**config.mk**
```make
export PLATFORM = sky130hd
export DESIGN_NAME = instr_encoder
export DESIGN_NICKNAME = d
export VERILOG_FILES = /design/src/rtl/instr_encoder.sv
export SDC_FILE = /design/constraint.sdc
export NUM_CORES = 1
export LEC_CHECK = 0
export CAP_MARGIN = 10
export CORE_AREA = 2 2 113 115
export DETAILED_ROUTE_END_ITERATION = 12
export DIE_AREA = 0 0 115 117
export GPL_TIMING_DRIVEN = 0
export PLACE_DENSITY = 0.68
export SLEW_MARGIN = 20
export SYNTH_ARGS = -nofsm -noshare
export SYNTH_HDL_FRONTEND = slang
export SYNTH_SLANG_ARGS = --single-unit
```
**constraint.sdc**
```tcl
create_clock -name clk -period 2.6 [get_ports clk]
set_input_delay 0.78 -clock clk [delete_from_list [all_inputs] [get_ports clk]]
set_output_delay 0.78 -clock clk [all_outputs]
set_load 0.005 [all_outputs]
```
**src/rtl/instr_encoder.sv**
```systemverilog
// instr_encoder: packs register/immediate fields into a 32-bit instruction
// for a one-hot opcode class and queues the result in a small output FIFO.
// Invalid codes still complete the handshake but are dropped, flagged on err
// for one cycle and counted in a saturating error counter.
module instr_encoder #(
    parameter int DEPTH = 2
) (
    input  logic        clk,
    input  logic        reset,
    input  logic [31:0] code,
    input  logic [4:0]  rd,
    input  logic [4:0]  rs1,
    input  logic [4:0]  rs2,
    input  logic [4:0]  rs3,
    input  logic [2:0]  funct3,
    input  logic [6:0]  funct7,
    input  logic [31:0] imm,
    input  logic        in_valid,
    output logic        in_ready,
    output logic [31:0] instr,
    output logic        out_valid,
    input  logic        out_ready,
    output logic        err,
    output logic [7:0]  err_count
);
    localparam int PW = (DEPTH > 1) ? $clog2(DEPTH) : 1;
    localparam int CW = $clog2(DEPTH) + 1;

    // Opcode-class bits grouped by instruction format
    localparam logic [31:0] FMT_I  = 32'h1200_005B; // 0,1,3,4,6,25,28
    localparam logic [31:0] FMT_U  = 32'h0000_2020; // 5,13
    localparam logic [31:0] FMT_S  = 32'h0000_0300; // 8,9
    localparam logic [31:0] FMT_R  = 32'h0010_5800; // 11,12,14,20
    localparam logic [31:0] FMT_R4 = 32'h000F_0000; // 16-19
    localparam logic [31:0] FMT_B  = 32'h0100_0000; // 24
    localparam logic [31:0] FMT_J  = 32'h0800_0000; // 27
    localparam logic [31:0] FMT_ANY = FMT_I | FMT_U | FMT_S | FMT_R | FMT_R4 | FMT_B | FMT_J;

    logic [DEPTH-1:0][31:0] mem_q, mem_d;
    logic [PW-1:0]          wptr_q, wptr_d, rptr_q, rptr_d;
    logic [CW-1:0]          count_q, count_d;
    logic                   err_q, err_d;
    logic [7:0]             err_count_q, err_count_d;
    logic                   live_q, live_d;   // low until the first edge after reset

    logic [4:0]  idx;
    logic        one_hot, code_ok;
    logic [6:0]  op;
    logic [31:0] enc;
    logic        accept, push, pop;

    // Opcode index and validity of the requested class
    always_comb begin
        idx = '0;
        for (int i = 0; i < 32; i++)
            if (code[i]) idx = 5'(i);
        one_hot = (code != 32'd0) && ((code & (code - 32'd1)) == 32'd0);
        code_ok = one_hot && ((code & FMT_ANY) != 32'd0);
        op      = {idx, 2'b11};
    end

    // Field packing for the selected format
    always_comb begin
        enc = 32'd0;
        if ((code & FMT_R) != 0)
            enc = {funct7, rs2, rs1, funct3, rd, op};
        else if ((code & FMT_R4) != 0)
            enc = {rs3, funct7[1:0], rs2, rs1, funct3, rd, op};
        else if ((code & FMT_I) != 0)
            enc = {imm[11:0], rs1, funct3, rd, op};
        else if ((code & FMT_S) != 0)
            enc = {imm[11:5], rs2, rs1, funct3, imm[4:0], op};
        else if ((code & FMT_B) != 0)
            enc = {imm[12], imm[10:5], rs2, rs1, funct3, imm[4:1], imm[11], op};
        else if ((code & FMT_U) != 0)
            enc = {imm[31:12], rd, op};
        else if ((code & FMT_J) != 0)
            enc = {imm[20], imm[10:1], imm[11], imm[19:12], rd, op};
    end

    assign in_ready  = live_q && (count_q < CW'(DEPTH));
    assign out_valid = (count_q != '0);
    assign instr     = out_valid ? mem_q[rptr_q] : 32'd0;
    assign err       = err_q;
    assign err_count = err_count_q;

    assign accept = in_valid && in_ready;
    assign push   = accept && code_ok;
    assign pop    = out_valid && out_ready;

    // FIFO pointers/count and error bookkeeping
    always_comb begin
        mem_d       = mem_q;
        wptr_d      = wptr_q;
        rptr_d      = rptr_q;
        count_d     = count_q;
        live_d      = 1'b1;
        err_d       = accept && !code_ok;
        err_count_d = err_count_q;
        if (push) begin
            mem_d[wptr_d] = enc;
            wptr_d        = (wptr_q == PW'(DEPTH - 1)) ? '0 : wptr_q + 1'b1;
        end
        if (pop)
            rptr_d = (rptr_q == PW'(DEPTH - 1)) ? '0 : rptr_q + 1'b1;
        if (push && !pop)
            count_d = count_q + 1'b1;
        else if (pop && !push)
            count_d = count_q - 1'b1;
        if (err_d && err_count_q != 8'hFF)
            err_count_d = err_count_q + 8'd1;
    end

    // State registers, cleared asynchronously
    always_ff @(posedge clk or posedge reset) begin
        if (reset) begin
            mem_q       <= '0;
            wptr_q      <= '0;
            rptr_q      <= '0;
            count_q     <= '0;
            live_q      <= 1'b0;
            err_q       <= 1'b0;
            err_count_q <= 8'd0;
        end else begin
            mem_q       <= mem_d;
            wptr_q      <= wptr_d;
            rptr_q      <= rptr_d;
            count_q     <= count_d;
            live_q      <= live_d;
            err_q       <= err_d;
            err_count_q <= err_count_d;
        end
    end
endmodule

```
==> results of run 1 <==
## critical path: stages
cell and delay [ps]:
buf_8 100, or4_4 540, or2_4 300, o32ai_2 280, nand4_1 200, nor4_4 330
nand2_2 90, or3_4 390, buf_12 160, clkbuf_16 160, mux2_4 290
## what timing repair did
item,4_1_cts,5_1_grt
endpoints found under the hold margin,0,0
resized for setup,143,54
gates cloned,5,1
buffers inserted,28,8
pin swaps,22,14
setup endpoints to repair,105,92
## cell type report
cell class / instances / area [um^2]
Tap cell: 150 / 187.7
Inverter: 11 / 45.04
Clock inverter: 2 / 10.01
Timing Repair Buffer: 173 / 1768
Buffer: 23 / 255.2
Sequential cell: 76 / 1904
Fill cell: 1029 / 4902
Clock buffer: 13 / 260.3
Multi-Input combinational cell: 374 / 2979
## cells by family (layout without fill, tap and decap cells)
family | Yosys count | in the layout
buffers and inverters | 36 | 222
XOR/XNOR | 10 | 10
adder cells (fa/ha/maj) | 2 | 2
AND/OR/NAND/NOR | 169 | 169
AO/OA/AOI/OAI | 93 | 93
other | 1 | 1
multiplexers | 99 | 99
flip-flops | 76 | 76
## placed cells by master, fill, tap and decap left out, drive strengths merged, types with 2 or more instances in the layout
master | synthesis | routed
nand3 | 10 | 10
dlymetal6s2s | 0 | 2
clkinv | 0 | 2
and3 | 8 | 8
a31oi | 3 | 3
o31ai | 5 | 5
o32ai | 2 | 2
nor2 | 59 | 59
or4 | 4 | 4
a22o | 4 | 4
o21ai | 34 | 34
dlygate4sd2 | 0 | 3
ha | 2 | 2
xor2 | 3 | 3
mux2i | 38 | 38
nor2b | 3 | 3
o21bai | 2 | 2
nand2 | 45 | 45
inv | 11 | 10
a2111oi | 2 | 2
nor3 | 10 | 10
mux2 | 61 | 61
buf | 13 | 63
xnor2 | 7 | 7
o211ai | 3 | 3
clkbuf | 12 | 28
clkdlybuf4s50 | 0 | 109
nor4 | 11 | 11
a21oi | 18 | 18
clkdlybuf4s15 | 0 | 4
nand2b | 4 | 4
a22oi | 9 | 9
or2 | 4 | 4
or3 | 2 | 2
dfrtp | 76 | 76
nand4 | 7 | 7
## state kept, by name, summed over array words and instances (netlist names)
register and flops:
mem_q 62, err_count 8, count_q 2, err 1
live_q 1, rptr_q 1, wptr_q 1
## routing by layer
metal	track usage, %	wire, um
met4	6.265	195
met3	4.583	1001
met5	0	0
met2	36.98	7419
met1	28.82	6510
## power breakdown
part / total, mW / internal, mW / switching (mW)
combinational: 0.548 / 0.314 / 0.235
sequential: 1.29 / 1.23 / 0.0570
clock: 1.15 / 0.690 / 0.459
total: 2.98 / 2.23 / 0.751
## per-stage QoR
stage / power [mW] / instance area (um^2) / hold slack (ps) / utilization, % / TNS, ps
2_1_floorplan: 1.482 / 4893 / 434.0 / - / -37020
3_3_place_gp: 1.792 / 6432 / 448.2 / 52.25 / -116970
3_5_place_dp: 1.815 / 6480 / 451.7 / 52.63 / -115310
4_1_cts: 2.990 / 7323 / 468.8 / 59.48 / -43790
5_1_grt: 3.114 / 7410 / 498.5 / 60.18 / -50980
6_report: 2.982 / 7410 / 483.9 / 60.18 / -45830
## final timing paths
check	start	to	slack, ps	depth (start not counted)
worst min register to register	mem_q[1]	mem_q[1]	480	1
worst max register to register	count_q[1]	mem_q[29]	540	7
worst max-delay path	code[16]	mem_q[29]	-800	11
max in group asynchronous	reset	mem_q[6]	1180	3
worst min-delay path	mem_q[1]	mem_q[1]	480	1
min in group asynchronous	reset	mem_q[56]	870	2
## Yosys cell counts, drive strengths merged, types with 2 or more instances
| cell | n | area share, % |
|---|---|---|
| dfrtp | 76 | 40 |
| mux2 | 61 | 17 |
| nor2 | 59 | 4.6 |
| nand2 | 45 | 3.6 |
| mux2i | 38 | 8.0 |
| o21ai | 34 | 3.6 |
| a21oi | 18 | 2.0 |
| buf | 13 | 1.9 |
| clkbuf | 12 | 0.94 |
| inv | 11 | 0.87 |
| nor4 | 11 | 1.9 |
| nand3 | 10 | 1.0 |
| nor3 | 10 | 1.0 |
| a22oi | 9 | 1.4 |
| and3 | 8 | 1.0 |
| nand4 | 7 | 0.92 |
| xnor2 | 7 | 1.3 |
| o31ai | 5 | 0.79 |
| a22o | 4 | 0.73 |
| nand2b | 4 | 0.52 |
| or2 | 4 | 0.58 |
| or4 | 4 | 0.71 |
| a31oi | 3 | 0.39 |
| nor2b | 3 | 0.39 |
| o211ai | 3 | 0.47 |
| xor2 | 3 | 0.55 |
| a2111oi | 2 | 0.37 |
| ha | 2 | 0.52 |
| o21bai | 2 | 0.31 |
| o32ai | 2 | 0.52 |
| or3 | 2 | 0.26 |
==> impl_metrics.tcl, run 1 <==
set metrics [dict create \
    status "finished with violations" \
    violations "setup timing" \
    drc 0 \
    synth_compound_area_share_pct 12.46 \
    synth_ff_type "dfrtp_1" \
    htreeDepth 3 \
    grt_max_degree 32 \
    syn_nets 586 \
    ir_worst_vdd_v 0.0003072 \
    io_pins 141 \
    dp_slack_ps -1671 \
    grt.total_usage_pct 21.97 \
    vias 4566 \
    min_path_type "reg -> reg" \
    syn_avg_cell_area_um2 9.814 \
    nNetsFinal 768 \
    place_inst 773 \
    die-area_um2 13460 \
    slew_headroom_pct 50.11 \
    finalWorstSetupSlack_ps -798.3 \
    clockRootBuffer "clkbuf_16" \
    p_leak_nw 3.320 \
    die_h_um 117 \
    first_iter_violations 286 \
    fp.coreArea_um2 12310 \
    layoutNonFillerInstCount 822 \
    viasPerCell 5.555 \
    start_kind "input port" \
    diodes 0 \
    area_growth_pct 55.35 \
    cts.path.max_buffers 2 \
    maxCapViolCount 0 \
    drv_slew 0 \
    cts_buffers 9 \
    critPathRequiredTime_ps 2820 \
    synth_top_family_by_area "multiplexers" \
    min_period_ps 3398 \
    place.gp.congestion 0.8663 \
    fin_crit_sh_pct 130.7 \
    yosys.area_share.xor_xnor_pct 1.836 \
    place.port_buffers 135 \
    layout-drive-gt1-share_pct 29.32 \
    async_flop_share_pct 100.0 \
    worstPathArrival_ps 3620 \
    yosysSeqAreaShare_pct 39.87 \
    cts_tree "done" \
    fp-row-count 41 \
    dp_hpwl_um 10720 \
    path_clk_slew_ps 60 \
    max_freq_mhz 294.3 \
    rsz0062_at_grt "yes" \
    ys_ff_latch 76 \
    grt_pass1_wl_um 22960 \
    wl_per_cell_um 18.40 \
    power.density_nw_per_um2 402.5 \
    tightest_slew_ps 740.5 \
    drtAntennaViolNets 0 \
    synth-simple-area-share_pct 16.97 \
    finClkSkew_ps 2.932 \
    drt_wl_total_um 15130 \
    path_max_fanout 6 \
    syn_area_um2 4770 \
    grt_pass1_vias 4417 \
    die_width_um 115 \
    grt-ovfl-total 0 \
    synth_edf_count 0 \
    final-hold-violation-count 0 \
    cts_hold_buf 0 \
    cts.sinks 76 \
    synth_warnings 0 \
    syn_inst 486 \
    ys_types 56 \
    setup_viol 74 \
    crit_type "in -> reg" \
    synth_fa_ha_area_share_pct 0.5247 \
    start_util_pct 38.74 \
    synthMuxAreaShare_pct 24.58 \
    cp-end-kind "flop" \
    antenna_found_initial 0 \
    first_pass_iters 4 \
    insertion_delay_ps 340 \
]
Note: power is estimated with default switching activity, not from simulation.
==> run 2, diff against run 1 <==
--- a/config.mk
+++ b/config.mk
@@ -10,8 +10,9 @@
 export DETAILED_ROUTE_END_ITERATION = 12
 export DIE_AREA = 0 0 115 117
 export GPL_TIMING_DRIVEN = 0
-export PLACE_DENSITY = 0.68
+export PLACE_DENSITY = 0.65
 export SLEW_MARGIN = 20
 export SYNTH_ARGS = -nofsm -noshare
 export SYNTH_HDL_FRONTEND = slang
 export SYNTH_SLANG_ARGS = --single-unit
+export TNS_END_PERCENT = 100
==> constraint.sdc (replaced) <==
create_clock -name clk -period 3.34 [get_ports clk]
set_input_delay 1.002 -clock clk [delete_from_list [all_inputs] [get_ports clk]]
set_output_delay 1.002 -clock clk [all_outputs]
set_load 0.005 [all_outputs]
==> run 2 against run 1 <==
The run still ends with setup timing left. Count of clock-buffer cells in the layout decreased by 2. Critical path depth unchanged. Die area unchanged. Final area decreased by 5.2%. Largest cell class unchanged. Via count decreased by 1.3%. Wire length decreased by 5.4%. Clock power decreased by 17%. Combinational power decreased by 26%. First-iteration DRC count decreased by 16%. Non-clock buffer count decreased by 19.
==> impl_metrics.tcl, run 2 (same netlist as run 1, synthesis figures left out) <==
set metrics [dict create \
    rsz0062_at_grt "yes" \
    die-area_um2 13460 \
    grt_pass1_wl_um 22140 \
    cts_buffers 9 \
    top_usage_layer "met2" \
    drt_wl_total_um 14300 \
    finClkSkew_ps 3.652 \
    start_util_pct 38.74 \
    max_freq_mhz 287.6 \
    htreeDepth 3 \
    grt_use_met3_pct 4.222 \
    nNetsFinal 749 \
    finalWorstSetupSlack_ps -137.5 \
    power.density_nw_per_um2 336.2 \
    setup_viol 31 \
    cts_tree "done" \
    drc 0 \
    crit_path_top_delay_cell "or3_4" \
    fp.coreArea_um2 12310 \
    drtAntennaViolNets 0 \
    place.port_buffers 135 \
    grt_pass1_vias 4374 \
    r2r_slack_ps 1540 \
    grt-ovfl-total 0 \
    vias 4506 \
    path_max_fanout 10 \
    total_power_mw 2.361 \
    final_common_cell "clkdlybuf4s50_1" \
    maxCapViolCount 0 \
    viasPerCell 5.604 \
    path_buf_inv 3 \
    cts_hold_buf 0 \
    slew_headroom_pct 54.32 \
    first_iter_violations 239 \
    place_inst 772 \
    cts.sinks 76 \
    first_pass_iters 5 \
    die_width_um 115 \
    min_path_type "reg -> reg" \
    antenna_found_initial 0 \
    die_h_um 117 \
    worstPathArrival_ps 3690 \
    dp_hpwl_um 10590 \
    fin_area_um2 7023 \
    crit_type "in -> reg" \
    wl_per_cell_um 17.79 \
    ir_worst_vdd_v 0.0002490 \
    grtUsageMet2_pct 35.80 \
    final-hold-violation-count 0 \
    cts.path.max_buffers 2 \
    min_period_ps 3478 \
    start_kind "input port" \
    grt.total_usage_pct 21.08 \
    cp_slowest_stage_delay_ps 470 \
    layout-drive-gt1-share_pct 25.73 \
    area_growth_pct 47.25 \
    place_area_um2 6407 \
    status "finished with violations" \
    tightest_slew_ps 678.0 \
    place.gp.congestion 0.8869 \
    grt_max_degree 43 \
    dp_slack_ps -1130 \
    met1_usage_pct 27.36 \
    io_pins 141 \
    violations "setup timing" \
    p_leak_nw 3.100 \
    cp-end-kind "flop" \
    crit_family "simple AND/OR/NAND/NOR gates" \
    largest_register_ffs 62 \
    critPathRequiredTime_ps 3550 \
    top_register "mem_q" \
    crit_chain "buf_4 > nor4_4 > nand4_1 > clkbuf_8 > o21ai_4 > nand4_1 > nor4_4 > nand2_2 > or3_4 > clkbuf_16 > mux2_4" \
    fin_crit_sh_pct 104.1 \
    layoutNonFillerInstCount 804 \
    path_clk_slew_ps 60 \
    clockRootBuffer "clkbuf_16" \
    most-common-layout-cells "clkdlybuf4s50_1 (111), dfrtp_1 (76), nor2_1 (56)" \
    insertion_delay_ps 330 \
    drv_slew 0 \
    fp-row-count 41 \
]
==> run 2: cell count changes in the layout (fill, tap and decap cells not counted), sizes merged <==
| cell | change |
|---|---|
| clkdlybuf4s15 | -1 |
| inv | +1 |
| buf | -16 |
| clkinvlp | +1 |
| dlymetal6s2s | -2 |
| bufinv | +1 |
| clkdlybuf4s50 | +2 |
| clkbuf | -2 |
| diode | +1 |
| clkinv | -1 |
| dlygate4sd2 | -2 |
==> run 2: metrics by stage <==
stage               setup TNS, ps  hold WS (ps)  util [%]
finish                      -3630         470.0     57.04
global route                -5641         491.4     57.02
CTS                         -3908         471.3     56.22
detailed placement         -74170         453.8     52.04
global placement          -131170         448.6     51.86
floorplan                   -6108         434.0         -
==> run 2: per-layer routing <==
metal  up-vias  part of all wire, %
met5         -                    0
li1       2096                    -
met1      2203                   42
met2       184                   49
met3        23                  6.9
met4         0                  1.9
==> run 2: worst reg2reg max path: stages (launching register included) <==
cell and delay (ps):
dfrtp_1 410, nor2b_1 180, nand2_1 150, or3_4 450
clkbuf_16 200, mux2_4 290
==> run 2: final timing paths <==
check,startpoint,end,cells after the start
min in group asynchronous,reset,mem_q[55],2
worst max-delay path,code[13],mem_q[9],11
worst min-delay path,mem_q[1],mem_q[1],1
worst max register to register,count_q[1],mem_q[9],5
worst min register to register,mem_q[1],mem_q[1],1
max in group asynchronous,reset,mem_q[35],3
==> run 2: timing repair <==
action,4_1_cts,5_1_grt
cloned,2,1
pin swaps,15,10
setup endpoints to repair,103,77
buffers inserted,13,2
gates resized for setup,120,57
==> run 2: report_power, final <==
| part | switching (mW) | leakage, nW | internal, mW |
|---|---|---|---|
| combinational | 0.178 | 1.91 | 0.231 |
| clock | 0.361 | 0.138 | 0.593 |
| sequential | 0.0433 | 1.05 | 0.956 |
==> run 2: cell type report <==
class	count	area [um^2]
timing repair buffer	154	1505
clock inverter	4	50.05
sequential	76	1902
buffer	23	215.2
multi-input combinational	374	2874
tap	150	187.7
fill	1114	5289
inverter	11	43.79
antenna	1	2.502
clock buffer	11	242.7
==> run 3, diff against run 2 <==
--- a/config.mk
+++ b/config.mk
@@ -11,7 +11,7 @@
 export DIE_AREA = 0 0 115 117
 export GPL_TIMING_DRIVEN = 0
 export PLACE_DENSITY = 0.65
-export SLEW_MARGIN = 20
+export SLEW_MARGIN = 5
 export SYNTH_ARGS = -nofsm -noshare
 export SYNTH_HDL_FRONTEND = slang
 export SYNTH_SLANG_ARGS = --single-unit
==> run 3 against run 2 <==
Flip-flop and latch count unchanged. Core utilization increased by 1.1 points. The flow still finishes with violations (setup timing). Via count decreased by 0.31%. Total power decreased by 1.8%. Sequential share of layout area decreased by 0.50 points. Combinational power increased by 2%. Largest power group unchanged.
==> impl_metrics.tcl, run 3 (same netlist as run 1, synthesis figures left out) <==
set metrics [dict create \
    status "finished with violations" \
    violations "setup timing" \
    finClkSkew_ps 2.478 \
    cts_tree "done" \
    layoutNonFillerInstCount 810 \
    grt_max_degree 72 \
    swShare_pct 25.54 \
    grt_pass1_vias 4446 \
    fin_area_um2 7156 \
    place.port_buffers 135 \
    fp-row-count 41 \
    path_buf_inv 4 \
    cts.path.max_buffers 2 \
    max_freq_mhz 286.2 \
    top_register "mem_q" \
    cts_hold_buf 0 \
    slew_headroom_pct 51.68 \
    cp_slowest_stage_delay_ps 390 \
    final_common_cell "clkdlybuf4s50_1" \
    p_clk_share_pct 39.0 \
    drc 0 \
    dp_hpwl_um 10590 \
    maxCapViolCount 0 \
    final-hold-violation-count 0 \
    area_growth_pct 50.03 \
    power.density_nw_per_um2 324.2 \
    min_period_ps 3494 \
    dp_slack_ps -1112 \
    p_seq_share_pct 43.1 \
    place_inst 772 \
    p_sw_mw 0.5924 \
    tightest_slew_ps 717.2 \
    fp.coreArea_um2 12310 \
    layout-drive-gt1-share_pct 27.12 \
    hold_slack_ps 467.8 \
    io_pins 141 \
    cts.sinks 76 \
    grt_pass1_wl_um 22430 \
    path_max_fanout 7 \
    rr_startpoint "count_q[1]" \
    total_power_mw 2.320 \
    fin_crit_sh_pct 104.6 \
    largest_register_ffs 62 \
    viasPerCell 5.546 \
    crit_family "simple AND/OR/NAND/NOR gates" \
    insertion_delay_ps 330 \
    die_width_um 115 \
    place.gp.congestion 0.8869 \
    antenna_found_initial 0 \
    crit_type "in -> reg" \
    drtAntennaViolNets 0 \
    vias 4492 \
    first_pass_iters 5 \
    start_kind "input port" \
    clockRootBuffer "clkbuf_16" \
    cpMostUsedCell "buf_12" \
    finalWorstSetupSlack_ps -154.4 \
    startpoint "code[3]" \
    crit_chain "buf_12 > nor4_4 > nand4_1 > clkbuf_8 > o32ai_2 > nand4_1 > nor4_4 > nand2_2 > or3_4 > buf_12 > buf_12 > mux2_4" \
    path_clk_slew_ps 60 \
    crit_path_top_delay_cell "or3_4" \
    wl_per_cell_um 17.89 \
    die_h_um 117 \
    grt-ovfl-total 0 \
    drt_wl_total_um 14490 \
    drv_slew 0 \
    start_util_pct 38.74 \
    cp-end-kind "flop" \
    combPwrFrac_pct 17.9 \
    die-area_um2 13460 \
    most-common-layout-cells "clkdlybuf4s50_1 (111), dfrtp_1 (76), nor2_1 (55)" \
    r2r_slack_ps 1440 \
    min_path_type "reg -> reg" \
    nNetsFinal 756 \
    p_leak_nw 3.162 \
    rsz0062_at_grt "yes" \
    critPathRequiredTime_ps 3560 \
    first_iter_violations 321 \
    htreeDepth 3 \
    place_area_um2 6415 \
    setup_viol 31 \
    ir_worst_vdd_v 0.0002154 \
    cts_buffers 9 \
    diodes 0 \
    worstPathArrival_ps 3710 \
    grt.total_usage_pct 21.46 \
    hold_start "mem_q[33]" \
    internal_power_mw 1.727 \
]
==> run 3: changes by cell type in the layout (fill, tap and decap cells not counted), sizes merged <==
cell,delta
bufinv,-1
clkdlybuf4s15,-3
dlymetal6s2s,+1
buf,+9
clkinv,+1
diode,-1
==> run 3: final timing paths <==
check | end | depth (start not counted)
worst min register to register | mem_q[33] | 1
worst min-delay path | mem_q[33] | 1
min in group asynchronous | mem_q[26] | 2
max in group asynchronous | mem_q[38] | 3
worst max register to register | mem_q[3] | 6
worst max-delay path | mem_q[3] | 12
==> run 3: cell type report <==
type                       instances  area (um^2)
fill                            1093         5156
multi-input combinational        374         2919
sequential                        76         1902
timing repair buffer             160         1597
clock buffer                      11        252.7
buffer                            24        229.0
tap                              150        187.7
inverter                          11        43.79
clock inverter                     4        25.02
==> run 3: power by group through the flow <==
stage          sequential (mW)  clock [mW]  combinational (mW)
6_report                 0.999       0.906               0.415
5_1_grt                   1.01       0.964               0.456
3_5_place_dp              1.02           0               0.397
2_1_floorplan             1.01           0               0.144
4_1_cts                  0.998       0.921               0.403
3_3_place_gp              1.01           0               0.381
==> run 3: stage by stage <==
| step | TNS [ps] | util, % |
|---|---|---|
| floorplan | -6108 | - |
| global placement | -131170 | 51.86 |
| detailed placement | -73070 | 52.10 |
| CTS | -6420 | 57.23 |
| global route | -5845 | 58.12 |
| finish | -4502 | 58.12 |
==> run 3: worst register-to-register path, delay by kind of cell, from the launching register on <==
| kind | cells | cell delay, ps |
|---|---|---|
| flops | 1 | 420 |
| buf+inv | 2 | 310 |
| simple gates | 3 | 760 |
| mux | 1 | 290 |
==> run 3: metal layers <==
| metal | vias to the layer above | share of wire [%] | track usage, % |
|---|---|---|---|
| met4 | 0 | 1.9 | 6.747 |
| met2 | 163 | 49 | 36.82 |
| li1 | 2103 | - | - |
| met5 | - | 0 | 0 |
| met3 | 23 | 6.5 | 4.068 |
| met1 | 2203 | 42 | 27.57 |
==> run 3: timing repair <==
item,in CTS,in global routing
pin swaps,16,14
gates cloned,4,0
gates resized for setup,103,91
setup buffers,19,3
endpoints found under the setup margin,103,83
